`src/rtl/reg_seq_pkg.sv`:
```
// Shared definitions for the register-file sequencer: opcodes, ALU
// operation encodings, FSM state codes and the decode result bundle.
package reg_seq_pkg;

  localparam logic [3:0] OP_NOP  = 4'h0;
  localparam logic [3:0] OP_ADD  = 4'h1;
  localparam logic [3:0] OP_SUB  = 4'h2;
  localparam logic [3:0] OP_AND  = 4'h3;
  localparam logic [3:0] OP_OR   = 4'h4;
  localparam logic [3:0] OP_ADDI = 4'h5;
  localparam logic [3:0] OP_SUBI = 4'h6;
  localparam logic [3:0] OP_JMP  = 4'h7;
  localparam logic [3:0] OP_HALT = 4'hF;

  localparam logic [1:0] ALU_ADD = 2'b00;
  localparam logic [1:0] ALU_SUB = 2'b01;
  localparam logic [1:0] ALU_AND = 2'b10;
  localparam logic [1:0] ALU_OR  = 2'b11;

  localparam logic [2:0] ST_IDLE  = 3'd0;
  localparam logic [2:0] ST_FETCH = 3'd1;
  localparam logic [2:0] ST_LOAD  = 3'd2;
  localparam logic [2:0] ST_READ  = 3'd3;
  localparam logic [2:0] ST_WB    = 3'd4;

  typedef struct packed {
    logic       reg_write;
    logic       alu_src;
    logic [1:0] alu_op;
    logic       is_jmp;
    logic       is_halt;
    logic       is_illegal;
  } dec_t;

endpackage

```
`src/rtl/reg_seq_ctrl_if.sv`:
```
// Bundle between the sequencer, the instruction ROM, the register file/ALU
// pair and the start/done control side. The master modport is the sequencer.
// Handshake: start is a level sampled only while busy=0; one sampled start
// launches one program run, which ends with a single-cycle done pulse.
interface reg_seq_ctrl_if #(
  parameter int ADDR_W  = 8,
  parameter int INSTR_W = 16
);
  logic               start;
  logic [ADDR_W-1:0]  start_addr;
  logic [ADDR_W-1:0]  rom_addr;
  logic [INSTR_W-1:0] rom_rdata;
  logic [11:0]        instruction;
  logic               Reg_Write;
  logic               ALU_Src;
  logic               Reg_Store;
  logic [1:0]         alu_op;
  logic               Overflow;
  logic               busy;
  logic               done;
  logic               ovf_flag;
  logic               illegal;

  modport master (
    input  start, start_addr, rom_rdata, Overflow,
    output rom_addr, instruction, Reg_Write, ALU_Src, Reg_Store, alu_op,
           busy, done, ovf_flag, illegal
  );

  modport slave (
    output start, start_addr, rom_rdata, Overflow,
    input  rom_addr, instruction, Reg_Write, ALU_Src, Reg_Store, alu_op,
           busy, done, ovf_flag, illegal
  );
endinterface

```
`src/rtl/reg_seq_decode.sv`:
```
// Pure combinational opcode decoder. Opcodes 8..E are not defined and are
// flagged illegal; they produce no register write and behave as NOP.
module reg_seq_decode
  import reg_seq_pkg::*;
(
  input  logic [3:0] opcode_i,
  output dec_t       dec_o
);

  // Map each opcode to its control bundle; everything defaults to a NOP.
  always_comb begin
    dec_o = '0;
    unique case (opcode_i)
      OP_NOP:  ;
      OP_ADD:  begin dec_o.reg_write = 1'b1; dec_o.alu_op = ALU_ADD; end
      OP_SUB:  begin dec_o.reg_write = 1'b1; dec_o.alu_op = ALU_SUB; end
      OP_AND:  begin dec_o.reg_write = 1'b1; dec_o.alu_op = ALU_AND; end
      OP_OR:   begin dec_o.reg_write = 1'b1; dec_o.alu_op = ALU_OR;  end
      OP_ADDI: begin
        dec_o.reg_write = 1'b1;
        dec_o.alu_src   = 1'b1;
        dec_o.alu_op    = ALU_ADD;
      end
      OP_SUBI: begin
        dec_o.reg_write = 1'b1;
        dec_o.alu_src   = 1'b1;
        dec_o.alu_op    = ALU_SUB;
      end
      OP_JMP:  dec_o.is_jmp  = 1'b1;
      OP_HALT: dec_o.is_halt = 1'b1;
      default: dec_o.is_illegal = 1'b1;
    endcase
  end

endmodule

```
`src/rtl/reg_seq_ctrl.sv`:
```
// Multi-cycle sequencer: FETCH presents pc to the ROM, LOAD captures the
// word, READ lets the register file sample operands, WB strobes the write
// and advances pc. Four cycles per instruction; HALT returns to IDLE.
// ADDR_W/INSTR_W must match the parameters of the connected interface.
module reg_seq_ctrl
  import reg_seq_pkg::*;
#(
  parameter int ADDR_W  = 8,
  parameter int INSTR_W = 16
) (
  input  logic                 clk,
  input  logic                 rst_n,
  reg_seq_ctrl_if.master       bus,
  output logic [2:0]           dbg_state_o
);

  logic [2:0]         state_q, state_d;
  logic [ADDR_W-1:0]  pc_q, pc_d;
  logic [INSTR_W-1:0] instr_q, instr_d;
  logic               ovf_q, ovf_d;
  logic               ill_q, ill_d;
  dec_t               dec;
  logic               in_wb;

  reg_seq_decode u_decode (
    .opcode_i (instr_q[15:12]),
    .dec_o    (dec)
  );

  // Next-state logic for the FSM, program counter, instruction and stickies.
  always_comb begin
    state_d = state_q;
    pc_d    = pc_q;
    instr_d = instr_q;
    ovf_d   = ovf_q;
    ill_d   = ill_q;
    case (state_q)
      ST_IDLE: begin
        if (bus.start) begin
          pc_d    = bus.start_addr;
          ovf_d   = 1'b0;
          ill_d   = 1'b0;
          state_d = ST_FETCH;
        end
      end
      ST_FETCH: state_d = ST_LOAD;
      ST_LOAD: begin
        instr_d = bus.rom_rdata;
        state_d = ST_READ;
      end
      ST_READ:  state_d = ST_WB;
      ST_WB: begin
        if (dec.reg_write && bus.Overflow) ovf_d = 1'b1;
        if (dec.is_illegal)                ill_d = 1'b1;
        if (dec.is_halt) begin
          state_d = ST_IDLE;
        end else begin
          state_d = ST_FETCH;
          pc_d    = dec.is_jmp ? ADDR_W'(instr_q[7:0]) : pc_q + ADDR_W'(1);
        end
      end
      default: state_d = ST_IDLE;
    endcase
  end

  // State registers with synchronous active-low reset.
  always_ff @(posedge clk) begin
    if (!rst_n) begin
      state_q <= ST_IDLE;
      pc_q    <= '0;
      instr_q <= '0;
      ovf_q   <= 1'b0;
      ill_q   <= 1'b0;
    end else begin
      state_q <= state_d;
      pc_q    <= pc_d;
      instr_q <= instr_d;
      ovf_q   <= ovf_d;
      ill_q   <= ill_d;
    end
  end

  // Write strobe and done are qualified by rst_n so an aborted WB commits nothing.
  assign in_wb = (state_q == ST_WB) && rst_n;

  assign bus.rom_addr    = pc_q;
  assign bus.instruction = instr_q[11:0];
  assign bus.Reg_Write   = dec.reg_write;
  assign bus.ALU_Src     = dec.alu_src;
  assign bus.alu_op      = dec.alu_op;
  assign bus.Reg_Store   = in_wb;
  assign bus.done        = in_wb && dec.is_halt;
  assign bus.busy        = (state_q != ST_IDLE);
  assign bus.ovf_flag    = ovf_q;
  assign bus.illegal     = ill_q;
  assign dbg_state_o     = state_q;

endmodule
```
`src/flat_wrapper.sv`:
```
// flat-port wrapper written by rule: the top's interface ports become plain ports
module reg_seq_ctrl_flat import reg_seq_pkg::*;
#(
  parameter int ADDR_W  = 8,
  parameter int INSTR_W = 16
)
  (clk, rst_n, dbg_state_o, bus_start, bus_start_addr, bus_rom_rdata, bus_Overflow, bus_rom_addr, bus_instruction, bus_Reg_Write, bus_ALU_Src, bus_Reg_Store, bus_alu_op, bus_busy, bus_done, bus_ovf_flag, bus_illegal);
  reg_seq_ctrl_if #(.ADDR_W(ADDR_W), .INSTR_W(INSTR_W)) bus_i ();
  input  logic clk;
  input  logic rst_n;
  output logic [2:0] dbg_state_o;
  input wire logic [$bits(bus_i.start)-1:0] bus_start;
  input wire logic [$bits(bus_i.start_addr)-1:0] bus_start_addr;
  input wire logic [$bits(bus_i.rom_rdata)-1:0] bus_rom_rdata;
  input wire logic [$bits(bus_i.Overflow)-1:0] bus_Overflow;
  output wire logic [$bits(bus_i.rom_addr)-1:0] bus_rom_addr;
  output wire logic [$bits(bus_i.instruction)-1:0] bus_instruction;
  output wire logic [$bits(bus_i.Reg_Write)-1:0] bus_Reg_Write;
  output wire logic [$bits(bus_i.ALU_Src)-1:0] bus_ALU_Src;
  output wire logic [$bits(bus_i.Reg_Store)-1:0] bus_Reg_Store;
  output wire logic [$bits(bus_i.alu_op)-1:0] bus_alu_op;
  output wire logic [$bits(bus_i.busy)-1:0] bus_busy;
  output wire logic [$bits(bus_i.done)-1:0] bus_done;
  output wire logic [$bits(bus_i.ovf_flag)-1:0] bus_ovf_flag;
  output wire logic [$bits(bus_i.illegal)-1:0] bus_illegal;
  assign bus_i.start = bus_start;
  assign bus_i.start_addr = bus_start_addr;
  assign bus_i.rom_rdata = bus_rom_rdata;
  assign bus_i.Overflow = bus_Overflow;
  assign bus_rom_addr = bus_i.rom_addr;
  assign bus_instruction = bus_i.instruction;
  assign bus_Reg_Write = bus_i.Reg_Write;
  assign bus_ALU_Src = bus_i.ALU_Src;
  assign bus_Reg_Store = bus_i.Reg_Store;
  assign bus_alu_op = bus_i.alu_op;
  assign bus_busy = bus_i.busy;
  assign bus_done = bus_i.done;
  assign bus_ovf_flag = bus_i.ovf_flag;
  assign bus_illegal = bus_i.illegal;
  reg_seq_ctrl #(.ADDR_W(ADDR_W), .INSTR_W(INSTR_W)) u_core (.clk(clk), .rst_n(rst_n), .bus(bus_i), .dbg_state_o(dbg_state_o));
endmodule
```
`config.mk`:
```
export PLATFORM = sky130hd
export DESIGN_NAME = reg_seq_ctrl_flat
export DESIGN_NICKNAME = d
export VERILOG_FILES = /design/src/rtl/reg_seq_pkg.sv /design/src/rtl/reg_seq_ctrl_if.sv /design/src/rtl/reg_seq_decode.sv /design/src/rtl/reg_seq_ctrl.sv /design/src/flat_wrapper.sv
export SDC_FILE = /design/constraint.sdc
export NUM_CORES = 1
export LEC_CHECK = 0
export CAP_MARGIN = 30
export CELL_PAD_IN_SITES_DETAIL_PLACEMENT = 0
export CELL_PAD_IN_SITES_GLOBAL_PLACEMENT = 1
export CORE_MARGIN = 3
export CORE_UTILIZATION = 31
export CTS_CLUSTER_SIZE = 25
export DETAILED_ROUTE_END_ITERATION = 6
export GPL_TIMING_DRIVEN = 1
export PLACE_DENSITY = 0.86
export SLEW_MARGIN = 20
export SYNTH_ARGS = -nofsm -noshare
export SYNTH_HDL_FRONTEND = slang
export SYNTH_SLANG_ARGS = --single-unit
```
`constraint.sdc`:
```
create_clock -name clk -period 1.5 [get_ports clk]
set_input_delay 0.225 -clock clk [delete_from_list [all_inputs] [get_ports clk]]
set_output_delay 0.225 -clock clk [all_outputs]
set_load 0.005 [all_outputs]
```
==> qor.yml, run 1 <==
power_and_ir_drop:
  total_power_uw: 2080
  power.leakage_uw: 0.00103
  powerDensity_nw_per_um2: 824
  peakVddDrop_mv: 0.502
sta:
  tightest_slew_ns: 0.288
  fin_skew_ns: 0.00781
  period_needed_ns: 1.46
  fin_setup_tns_ns: 0
  setup_viol: 0
  slew_headroom_pct: 80.8
  finalCritPeriodShare_pct: 97.1
  maxSlewViolCount: 0
  grt_setup_unrepaired: "true"
  finalHoldViolations: 0
  max_freq_mhz: 686
global_routing:
  antenna_found_initial: 0
  track_usage_pct: 14.8
  grt_max_degree: 21
  grt_pass1_vias: 1552
  grt_pass1_wl_mm: 7.18
  overflow: 0
setup_path:
  cp.arrival_ns: 1.23
  reg2reg_to: "u_core.instr_q[11]$_SDFFE_PN0P_"
  critPathTopFamily: "buffers and inverters"
  cpPeakStageDelay_ns: 0.48
  crit_buf_inv: 2
  crit_required_ns: 1.27
  crit_fanout: 4
  path_class: "reg -> out"
  start_kind: "flip-flop"
  cp_cell_sequence: "buf_4, clkdlybuf4s50_1"
  r2r_start: "u_core.dbg_state_o[2]$_SDFFE_PN0P_"
  slowest_stage: "clkdlybuf4s50_1"
  cp-end-kind: "output pin"
  r2r_slack_ns: 0.06
  r2r_cells: 6
final_layout:
  nNetsFinal: 306
  fin_cells: 345
  fin_util_pct: 52.1
  seqCellArea_um2: 608
  n_fill_cell: 471
  area_growth_pct: 59.2
  drive_gt1_share_pct: 28.4
  antennaDiodeCount: 0
  multi_input_area_um2: 875
yosys:
  synth-async-reset-ratio_pct: 0
  synth_xor_xnor_area_share_pct: 2.76
  synthAdderAreaFrac_pct: 0.788
  synth-simple-area-share_pct: 26.2
  ys.flop_type: "dfxtp_1"
  yosysTopAreaCell: "dfxtp_1"
  syn-cell-area_um2: 1590
  synth_top_family_by_area: "simple AND/OR/NAND/NOR gates"
  synth_nets: 227
  synth_edf_count: 0
  avgSynthCellArea_um2: 8.02
  muxShareOfSynthArea_pct: 0.630
  synth-compound-area-share_pct: 22.3
  ys_ff_latch: 29
  synth_top_area_share_pct: 36.6
  synthTopCellsByArea: "dfxtp_1, nand2_1, buf_4"
  yosysWarningCount: 0
  synth_seq_area_share_pct: 36.6
  synth.distinct_cells: 39
  syn_inst: 198
hold_path:
  hold_class: "reg -> reg"
  hold_path_end: "u_core.instr_q[8]$_SDFFE_PN0P_"
  hold_depth: 2
  min_from: "u_core.instr_q[8]$_SDFFE_PN0P_"
outcome:
  status: "completed"
place:
  dp.cells: 329
  dpl.hpwl_mm: 3.15
  io_buffer_count: 59
  place_congestion: 0.750
detailed_routing:
  vias: 1632
  routedWlPerCell_um: 12.8
  drt_pass1_iterations: 4
  first_iter_violations: 63
  ant_nets: 0
  vias_per_cell: 4.73
  drc: 0
  routed_wl_mm: 4.40
floorplan:
  die-area_um2: 6020
  die_y_um: 77.6
  core_um2: 4850
  ios: 60
  fp.dieW_um: 77.6
  start_util_pct: 32.7
  num_rows: 25
cts:
  cts.sink_count: 29
  clkLatencyLatePin_ns: 0.28
  htreeDepth: 2
  cts_hold_buffers: 0
  path_clk_slew_ns: 0.06
  cts_tree: "built"
  clk_path_buf_depth: 2
  root_buffer: "clkbuf_8"
  numCtsBuffers: 5
run:
  max-cap-violations: 0
-- worst min-delay path, stage by stage, from the launching register on --
cell	delay [ns]
dfxtp_1	0.31
nand2_1	0.05
a21boi_1	0.05
-- cells by family after synthesis --
| family | Yosys count |
|---|---|
| xor gates and xnor gates | 5 |
| AOI/OAI and AO/OA | 54 |
| muxes | 1 |
| DFF | 29 |
| buffers and inverters | 26 |
| and+or+nand+nor | 82 |
| adders and majority gates | 1 |
-- sequential cells by signal (all words and copies together) (netlist names) --
| register | flops |
|---|---|
| u_core.bus.illegal | 1 |
| u_core.dbg_state_o | 3 |
| u_core.instr_q | 16 |
| u_core.bus.rom_addr | 8 |
| u_core.bus.ovf_flag | 1 |
-- per-stage QoR --
stage	cell area [um^2]	hold WS, ns	setup slack, ns
global placement	2320	0.440	-0.158
finish	2530	0.454	0.0431
floorplan	1590	0.360	0.107
global route	2530	0.469	-0.00653
CTS	2480	0.457	0.00329
detailed placement	2320	0.449	-0.148
-- per-layer routing --
metal / global-route usage, % / part of all wire, %
met1: 18.6 / 44
met5: 0 / 0
met3: 5.22 / 8.1
met4: 5.34 / 0.82
met2: 23.3 / 47
-- report_power, final --
group / leakage, uW / internal (uW) / switching, uW / total, uW
Clock: 0.0000450 / 321 / 295 / 616
Combinational: 0.000739 / 343 / 218 / 561
Sequential: 0.000243 / 836 / 70.1 / 906
Total: 0.00103 / 1500 / 583 / 2080
-- worst max path at each step --
stage	endpoint	cells after the start	start
2_1_floorplan	u_core.instr_q[10]$_SDFFE_PN0P_	6	u_core.dbg_state_o[1]$_SDFFE_PN0P_
3_3_place_gp	bus_Reg_Store	3	rst_n
3_5_place_dp	bus_Reg_Store	3	rst_n
4_1_cts	bus_rom_addr[2]	2	u_core.bus.rom_addr[2]$_SDFFE_PN0P_
5_1_grt	bus_alu_op[1]	6	u_core.instr_q[12]$_SDFFE_PN0P_
6_report	dbg_state_o[1]	2	u_core.dbg_state_o[1]$_SDFFE_PN0P_
-- timing repair --
| item | in CTS | in global routing |
|---|---|---|
| resized for setup | 40 | 14 |
| buffers inserted | 6 | 2 |
| pin swaps | 2 | 3 |
| gates cloned | 0 | 0 |
| endpoints found under the setup margin | 14 | 18 |
-- layout make-up --
cell class                      instances  share of cell area, %
Timing Repair Buffer                   98                   34.8
Multi-Input combinational cell        143                   34.6
Sequential cell                        29                   24.1
Tap cell                               67                   3.32
Clock buffer                            6                   2.87
Clock inverter                          2                  0.396
-- Yosys cell counts (all sizes together) (4+ instances only) --
library cell and number:
dfxtp 29, nor3b 6, o21ai 16, a21oi 4, a31o 4, nand2 49
clkbuf 4, a21boi 17, nand3 4, a31oi 8, buf 22, or3 4
nor2 8
-- cell usage in the layout, fill, tap and decap left out, types with 3 or more instances in the layout --
cell type	count
buf_2	3
a31oi_1	8
buf_4	34
a31o_1	3
o21ai_1	5
nand2_1	47
a21oi_1	4
nor2_1	6
clkbuf_8	5
dlygate4sd2_1	3
xnor2_1	3
dfxtp_1	17
dfxtp_4	5
dfxtp_2	7
clkdlybuf4s50_1	49
nor3b_1	3
a21boi_1	10
or3_1	3
a21boi_0	7
buf_6	5
nor3_1	3
o21ai_0	11
Note: power is estimated with default switching activity, not from simulation.
==> inputs of run 2 (changes only) <==
--- a/config.mk
+++ b/config.mk
@@ -5,6 +5,8 @@
 export SDC_FILE = /design/constraint.sdc
 export NUM_CORES = 1
 export LEC_CHECK = 0
+export ABC_AREA = 1
+export ABC_CLOCK_PERIOD_IN_PS = 1800
 export CAP_MARGIN = 30
 export CELL_PAD_IN_SITES_DETAIL_PLACEMENT = 0
 export CELL_PAD_IN_SITES_GLOBAL_PLACEMENT = 1
@@ -13,7 +15,7 @@
 export CTS_CLUSTER_SIZE = 25
 export DETAILED_ROUTE_END_ITERATION = 6
 export GPL_TIMING_DRIVEN = 1
-export PLACE_DENSITY = 0.86
+export PLACE_DENSITY = 0.89
 export SLEW_MARGIN = 20
 export SYNTH_ARGS = -nofsm -noshare
 export SYNTH_HDL_FRONTEND = slang
==> constraint.sdc (replaced) <==
create_clock -name clk -period 1.8 [get_ports clk]
set_input_delay 0.27 -clock clk [delete_from_list [all_inputs] [get_ports clk]]
set_output_delay 0.27 -clock clk [all_outputs]
set_load 0.005 [all_outputs]
==> run 2 against run 1 <==
Net effect:
- synthesized cell count is 23% higher
- sequential share of layout area is 1.5 points higher
- worst setup slack better by 0.041 ns
- combinational power is 13% higher
- clock skew is 0.0015 ns higher
- utilization is 4.7 points lower
- critical path depth is 2 higher
- via count is 0.49% lower
- global-route usage is 0.19 points lower
- count of clock-buffer cells in the layout is 1 higher
- largest power group unchanged
- highest routed layer unchanged
==> qor.yml, run 2 <==
yosys:
  yosysTopAreaCell: "dfxtp_1"
  synth_top_area_share_pct: 35.9  # -0.62 points
  synth_most_common_cell: "nor2_1"
  yosysWarningCount: 0  # unchanged
  ys_ff_latch: 29  # unchanged
  syn_inst: 244  # +23%
  synthTopCellsByArea: "dfxtp_1, nor2_1, nand2_1"
  synth_edf_count: 0  # unchanged
  avgSynthCellArea_um2: 6.62  # -17%
  synth-async-reset-ratio_pct: 0  # unchanged
  ys_top_cells_by_count: "nor2_1, nand2_1, dfxtp_1"
  synth_nets: 273  # +20%
  syn-cell-area_um2: 1620  # +1.7%
  synth_seq_area_share_pct: 35.9  # -0.62 points
  synth.distinct_cells: 27  # -31%
  ys.flop_type: "dfxtp_1"
final_layout:
  antennaDiodeCount: 0  # unchanged
  layout_commonest_cell: "clkdlybuf4s50_1"
  drive_gt1_share_pct: 13.5  # -15 points
  nNetsFinal: 324  # +5.9%
  n_fill_cell: 545  # +16%
  largest-register: "u_core.instr_q"
  design_area_um2: 2310  # -8.5%
  largest_reg_flops: 16  # unchanged
  area_growth_pct: 43.2
  layout_common_cells: "clkdlybuf4s50_1, nor2_1, nand2_1"
global_routing:
  antenna_found_initial: 0  # unchanged
  track_usage_pct: 14.6  # -0.19 points
  grt_pass1_wl_mm: 7.07  # -1.6%
  grt_max_degree: 28  # +33%
  overflow: 0  # unchanged
  grt_pass1_vias: 1584  # +2.1%
sta:
  maxSlewViolCount: 0  # unchanged
  fin_skew_ns: 0.00936  # +0.00155 ns
  finalCritPeriodShare_pct: 95.3
  slew_headroom_pct: 77.0  # -3.7 points
  setup_viol: 0  # unchanged
  tightest_slew_ns: 0.344  # +0.0557 ns
  fin_setup_tns_ns: 0  # unchanged
  finalHoldViolations: 0  # unchanged
  grt_setup_unrepaired: "false"
  max_freq_mhz: 583
  holdWs_ns: 0.449  # -0.00531 ns
  period_needed_ns: 1.72
  finalWorstSetupSlack_ns: 0.0838  # +0.0406 ns
floorplan:
  die-area_um2: 6110  # +1.6%
  core_um2: 4880  # +0.65%
  num_rows: 25  # unchanged
  ios: 60  # unchanged
  die_y_um: 78.2  # +0.80%
  fp.dieW_um: 78.2  # +0.80%
  start_util_pct: 33.1  # +0.35 points
hold_path:
  hold_class: "reg -> reg"
  hold_depth: 2  # unchanged
detailed_routing:
  routedWlPerCell_um: 11.6  # -8.7%
  routed_wl_mm: 4.23  # -4.0%
  ant_nets: 0  # unchanged
  drc: 0  # unchanged
  vias: 1624  # -0.49%
  first_iter_violations: 66  # +4.8%
  vias_per_cell: 4.47  # -5.4%
  drt_pass1_iterations: 4  # unchanged
place:
  place_congestion: 0.872  # +16%
  pre_cts_slack_ns: -0.00426  # +0.144 ns
  placed_cell_area_um2: 2180  # -6.3%
  io_buffer_count: 59  # unchanged
  dpl.hpwl_mm: 3.08  # -1.9%
cts:
  numCtsBuffers: 5  # unchanged
  clkLatencyLatePin_ns: 0.28  # about the same
  cts.sink_count: 29  # unchanged
  cts_tree: "built"
  htreeDepth: 2  # unchanged
  clk_path_buf_depth: 2  # unchanged
  path_clk_slew_ns: 0.07  # about the same
  root_buffer: "clkbuf_8"
setup_path:
  cp-end-kind: "output pin"
  cp.arrival_ns: 1.45  # +0.22 ns
  crit_fanout: 5  # +1
  crit_required_ns: 1.53  # +0.26 ns
  r2r_cells: 7  # +1
  path_class: "reg -> out"
  r2r_slack_ns: 0.42  # +0.36 ns
  start_kind: "flip-flop"
power_and_ir_drop:
  peakVddDrop_mv: 0.460  # -8.4%
  powerDensity_nw_per_um2: 894  # +8.5%
  power.leakage_uw: 0.00104  # +0.95%
outcome:
  status: "completed"
run:
  max-cap-violations: 0  # unchanged
[run 2: timing repair]
| item | CTS | global route |
|---|---|---|
| setup buffers | 1 | 0 |
| resized for setup | 8 | 9 |
| pin swaps | 1 | 0 |
| endpoints found under the setup margin | 4 | 4 |
| hold buffers | 0 | 0 |
[run 2: layout make-up]
class	instances	area, um^2	area share, %
inverters	32	120	5.19
flip-flops and latches	29	592	25.6
clock buffers	7	96.3	4.16
multi-input cells	162	779	33.7
clock inverters	1	5.00	0.216
repair buffers	65	637	27.5
well taps	67	83.8	3.62
[run 2: where the power goes]
part           internal, uW  leakage (uW)  switching, uW
sequential              739      0.000242           94.2
clock                   345     0.0000542            255
combinational           344      0.000741            291
[run 2: routing by layer]
layer	up-vias	share of wire, %	GRT usage (%)
li1	860	-	-
met1	713	45	17.3
met2	46	47	24.5
met3	5	7.0	5.28
met4	0	1.3	4.72
met5	-	0	0
[run 2: worst max-delay path, cell delays in order, from the launching register on]
cell and delay (ns):
dfxtp_2 0.38, nor2_4 0.06, buf_4 0.15, nand2_1 0.07, clkdlybuf4s50_1 0.51
[run 2: kinds of logic (layout without fill, tap and decap cells)]
logic type	Yosys count	in the layout	share of synthesized area (%)
simple gates	115	115	30.3
buf+inv	53	105	16.7
compound gates	45	45	15.7
flops	29	29	35.9
fa+ha+maj	1	1	0.774
xor+xnor	1	1	0.542
[run 2: path summary, 6_finish.rpt]
| check | startpoint | to |
|---|---|---|
| setup / recovery | u_core.dbg_state_o[1]$_SDFFE_PN0P_ | bus_busy |
| hold / removal | u_core.bus.ovf_flag$_SDFFE_PN0P_ | u_core.bus.ovf_flag$_SDFFE_PN0P_ |
| setup reg to reg | u_core.instr_q[14]$_SDFFE_PN0P_ | u_core.bus.rom_addr[1]$_SDFFE_PN0P_ |
| hold reg to reg | u_core.bus.ovf_flag$_SDFFE_PN0P_ | u_core.bus.ovf_flag$_SDFFE_PN0P_ |
[run 2: metrics by stage]
stage / utilization [%] / cells / total power (uW)
CTS: 47.0 / 363 / 2090
finish: 47.4 / 363 / 2070
global route: 47.4 / 363 / 2220
global placement: 44.6 / 354 / 1460
floorplan: - / 244 / 1190
detailed placement: 44.6 / 354 / 1470
==> inputs of run 3 (changes only) <==
--- a/config.mk
+++ b/config.mk
@@ -6,7 +6,7 @@
 export NUM_CORES = 1
 export LEC_CHECK = 0
 export ABC_AREA = 1
-export ABC_CLOCK_PERIOD_IN_PS = 1800
+export ABC_CLOCK_PERIOD_IN_PS = 2200
 export CAP_MARGIN = 30
 export CELL_PAD_IN_SITES_DETAIL_PLACEMENT = 0
 export CELL_PAD_IN_SITES_GLOBAL_PLACEMENT = 1
==> constraint.sdc (replaced) <==
create_clock -name clk -period 2.2 [get_ports clk]
set_input_delay 0.33 -clock clk [delete_from_list [all_inputs] [get_ports clk]]
set_output_delay 0.33 -clock clk [all_outputs]
set_load 0.005 [all_outputs]
==> run 3 against run 2 <==
Net effect:
- highest routed layer unchanged
- critical path depth grew 1
- wire length decreased by 2.0%
- non-clock buffer count shrank 3
- largest power group unchanged
- critical path type unchanged
- combinational power is 20% lower
- via count increased by 1.6%
- clock skew decreased by 0.0072 ns
- die area unchanged
==> qor.yml, run 3 (same netlist as run 2, synthesis figures left out) <==
power_and_ir_drop:
  p_int_uw: 1240  # -13%
  power_frac_clock_pct: 32.8  # +3.8 points
  seqPwrFrac_pct: 38.5  # -1.8 points
  switching_share_pct: 29.3  # -1.6 points
  power.leakage_uw: 0.000975  # -6.0%
  power_switching_uw: 516  # -19%
  peakVddDrop_mv: 0.413  # -10%
  powerDensity_nw_per_um2: 773  # -14%
  p_comb_share_pct: 28.7  # -2.0 points
floorplan:
  core_um2: 4880  # unchanged
  num_rows: 25  # unchanged
  fp.dieW_um: 78.2  # unchanged
  start_util_pct: 33.1  # unchanged
  die-area_um2: 6110  # unchanged
  ios: 60  # unchanged
  die_y_um: 78.2  # unchanged
global_routing:
  overflow: 0  # unchanged
  grt_max_degree: 28  # unchanged
  grt_pass1_vias: 1624  # +2.5%
  track_usage_pct: 14.4  # -0.17 points
  grt_pass1_wl_mm: 7.18  # +1.7%
  antenna_found_initial: 0  # unchanged
sta:
  finalHoldViolations: 0  # unchanged
  finalCritPeriodShare_pct: 92.0
  grt_setup_unrepaired: "false"
  max_freq_mhz: 494
  maxSlewViolCount: 0  # unchanged
  holdWs_ns: 0.454  # +0.00526 ns
  period_needed_ns: 2.02
  slew_headroom_pct: 73.0  # -4.0 points
  fin_skew_ns: 0.00211  # -0.00725 ns
  setup_viol: 0  # unchanged
  tightest_slew_ns: 0.404  # +0.0598 ns
  fin_setup_tns_ns: 0  # unchanged
place:
  place_congestion: 0.830  # -4.8%
  dpl.hpwl_mm: 3.03  # -1.9%
  placed_cell_area_um2: 2160  # -0.69%
  dp.cells: 352  # -0.56%
  io_buffer_count: 59  # unchanged
setup_path:
  crit_fanout: 4  # -1
  cp.arrival_ns: 1.69  # +0.24 ns
  reg2reg_to: "u_core.instr_q[0]$_SDFFE_PN0P_"
  r2r_cells: 5  # -2
  path_class: "reg -> out"
  start_kind: "flip-flop"
  r2r_slack_ns: 0.71  # +0.29 ns
  r2r_start: "u_core.dbg_state_o[2]$_SDFFE_PN0P_"
  cp-end-kind: "output pin"
  crit_required_ns: 1.87  # +0.34 ns
final_layout:
  fin_cells: 360  # -0.83%
  largest_reg_flops: 16  # unchanged
  antennaDiodeCount: 0  # unchanged
  layout_commonest_cell: "clkdlybuf4s50_1"
  design_area_um2: 2280  # -1.5%
  drive_gt1_share_pct: 8.87  # -4.6 points
  largest-register: "u_core.instr_q"
  nNetsFinal: 321  # -0.93%
  area_growth_pct: 41.1
  layout_common_cells: "clkdlybuf4s50_1, nor2_1, nand2_1"
  fin_util_pct: 46.7  # -0.72 points
detailed_routing:
  routedWlPerCell_um: 11.5  # -1.2%
  drc: 0  # unchanged
  vias: 1650  # +1.6%
  ant_nets: 0  # unchanged
  routed_wl_mm: 4.14  # -2.0%
  drt_pass1_iterations: 4  # unchanged
  vias_per_cell: 4.58  # +2.4%
  first_iter_violations: 53  # -20%
cts:
  cts_hold_buffers: 0  # unchanged
  clkLatencyLatePin_ns: 0.28  # about the same
  clk_path_buf_depth: 2  # unchanged
  postCtsSetupRepairBufs: 0  # -1
  path_clk_slew_ns: 0.06  # about the same
  cts-resized-gates: 0  # -8
  cts.sink_count: 29  # unchanged
  root_buffer: "clkbuf_8"
  htreeDepth: 2  # unchanged
  cts_tree: "built"
  numCtsBuffers: 5  # unchanged
hold_path:
  min_from: "u_core.bus.ovf_flag$_SDFFE_PN0P_"
  hold_path_end: "u_core.bus.ovf_flag$_SDFFE_PN0P_"
  hold_class: "reg -> reg"
  hold_depth: 2  # unchanged
outcome:
  status: "completed"
run:
  max-cap-violations: 0  # unchanged
[run 3: cell count changes in the layout (fill, tap and decap cells not counted), sizes merged]
cell / delta
clkinv: -1
buf: -3
bufinv: +1
dlymetal6s2s: -2
dlygate4sd2: -3
clkdlybuf4s50: +5
[run 3: worst max-delay path by stage]
stage                                        from            end  slack [ns]  cells past startpoint
3_5_place_dp                                rst_n       bus_done        0.25                      4
4_1_cts           u_core.instr_q[12]$_SDFFE_PN0P_       bus_done        0.15                      5
3_3_place_gp                                rst_n       bus_done        0.26                      4
6_report          u_core.instr_q[12]$_SDFFE_PN0P_       bus_done        0.18                      5
2_1_floorplan  u_core.dbg_state_o[0]$_SDFFE_PN0P_  bus_Reg_Store        1.00                      5
5_1_grt           u_core.instr_q[12]$_SDFFE_PN0P_       bus_done        0.07                      5
[run 3: metal layers]
layer  part of all wire [%]  track usage (%)  routed length, um  vias to the layer above
met5                      0                0                  0                        -
met2                     47             24.6               1930                       45
met3                    5.7             3.56                237                        4
li1                       -                -                  -                      856
met1                     47             17.6               1940                      745
met4                   0.87             5.24                 36                        0
[run 3: cell type report]
class / count / area [um^2]
Clock buffer: 7 / 86.3
Clock inverter: 1 / 30.0
Fill cell: 528 / 2600
Inverter: 32 / 120
Multi-Input combinational cell: 162 / 764
Sequential cell: 29 / 581
Tap cell: 67 / 83.8
Timing Repair Buffer: 62 / 613
[run 3: power by group through the flow]
stage	Sequential, uW	Combinational, uW	Clock (uW)
2_1_floorplan	675	297	0
3_3_place_gp	689	504	0
3_5_place_dp	689	508	0
4_1_cts	678	513	592
5_1_grt	690	576	618
6_report	678	505	578
[run 3: metrics by stage]
step	setup WS [ns]	power, uW
2_1_floorplan	1.00	972
3_3_place_gp	0.256	1190
3_5_place_dp	0.251	1200
4_1_cts	0.154	1780
5_1_grt	0.0737	1880
6_report	0.176	1760
[run 3: worst max-delay path: stages (launching register included)]
cell and delay [ns]:
dfxtp_1 0.39, nand2_2 0.09, inv_2 0.08, nand4_1 0.15, nor3_1 0.17, clkdlybuf4s50_1 0.53
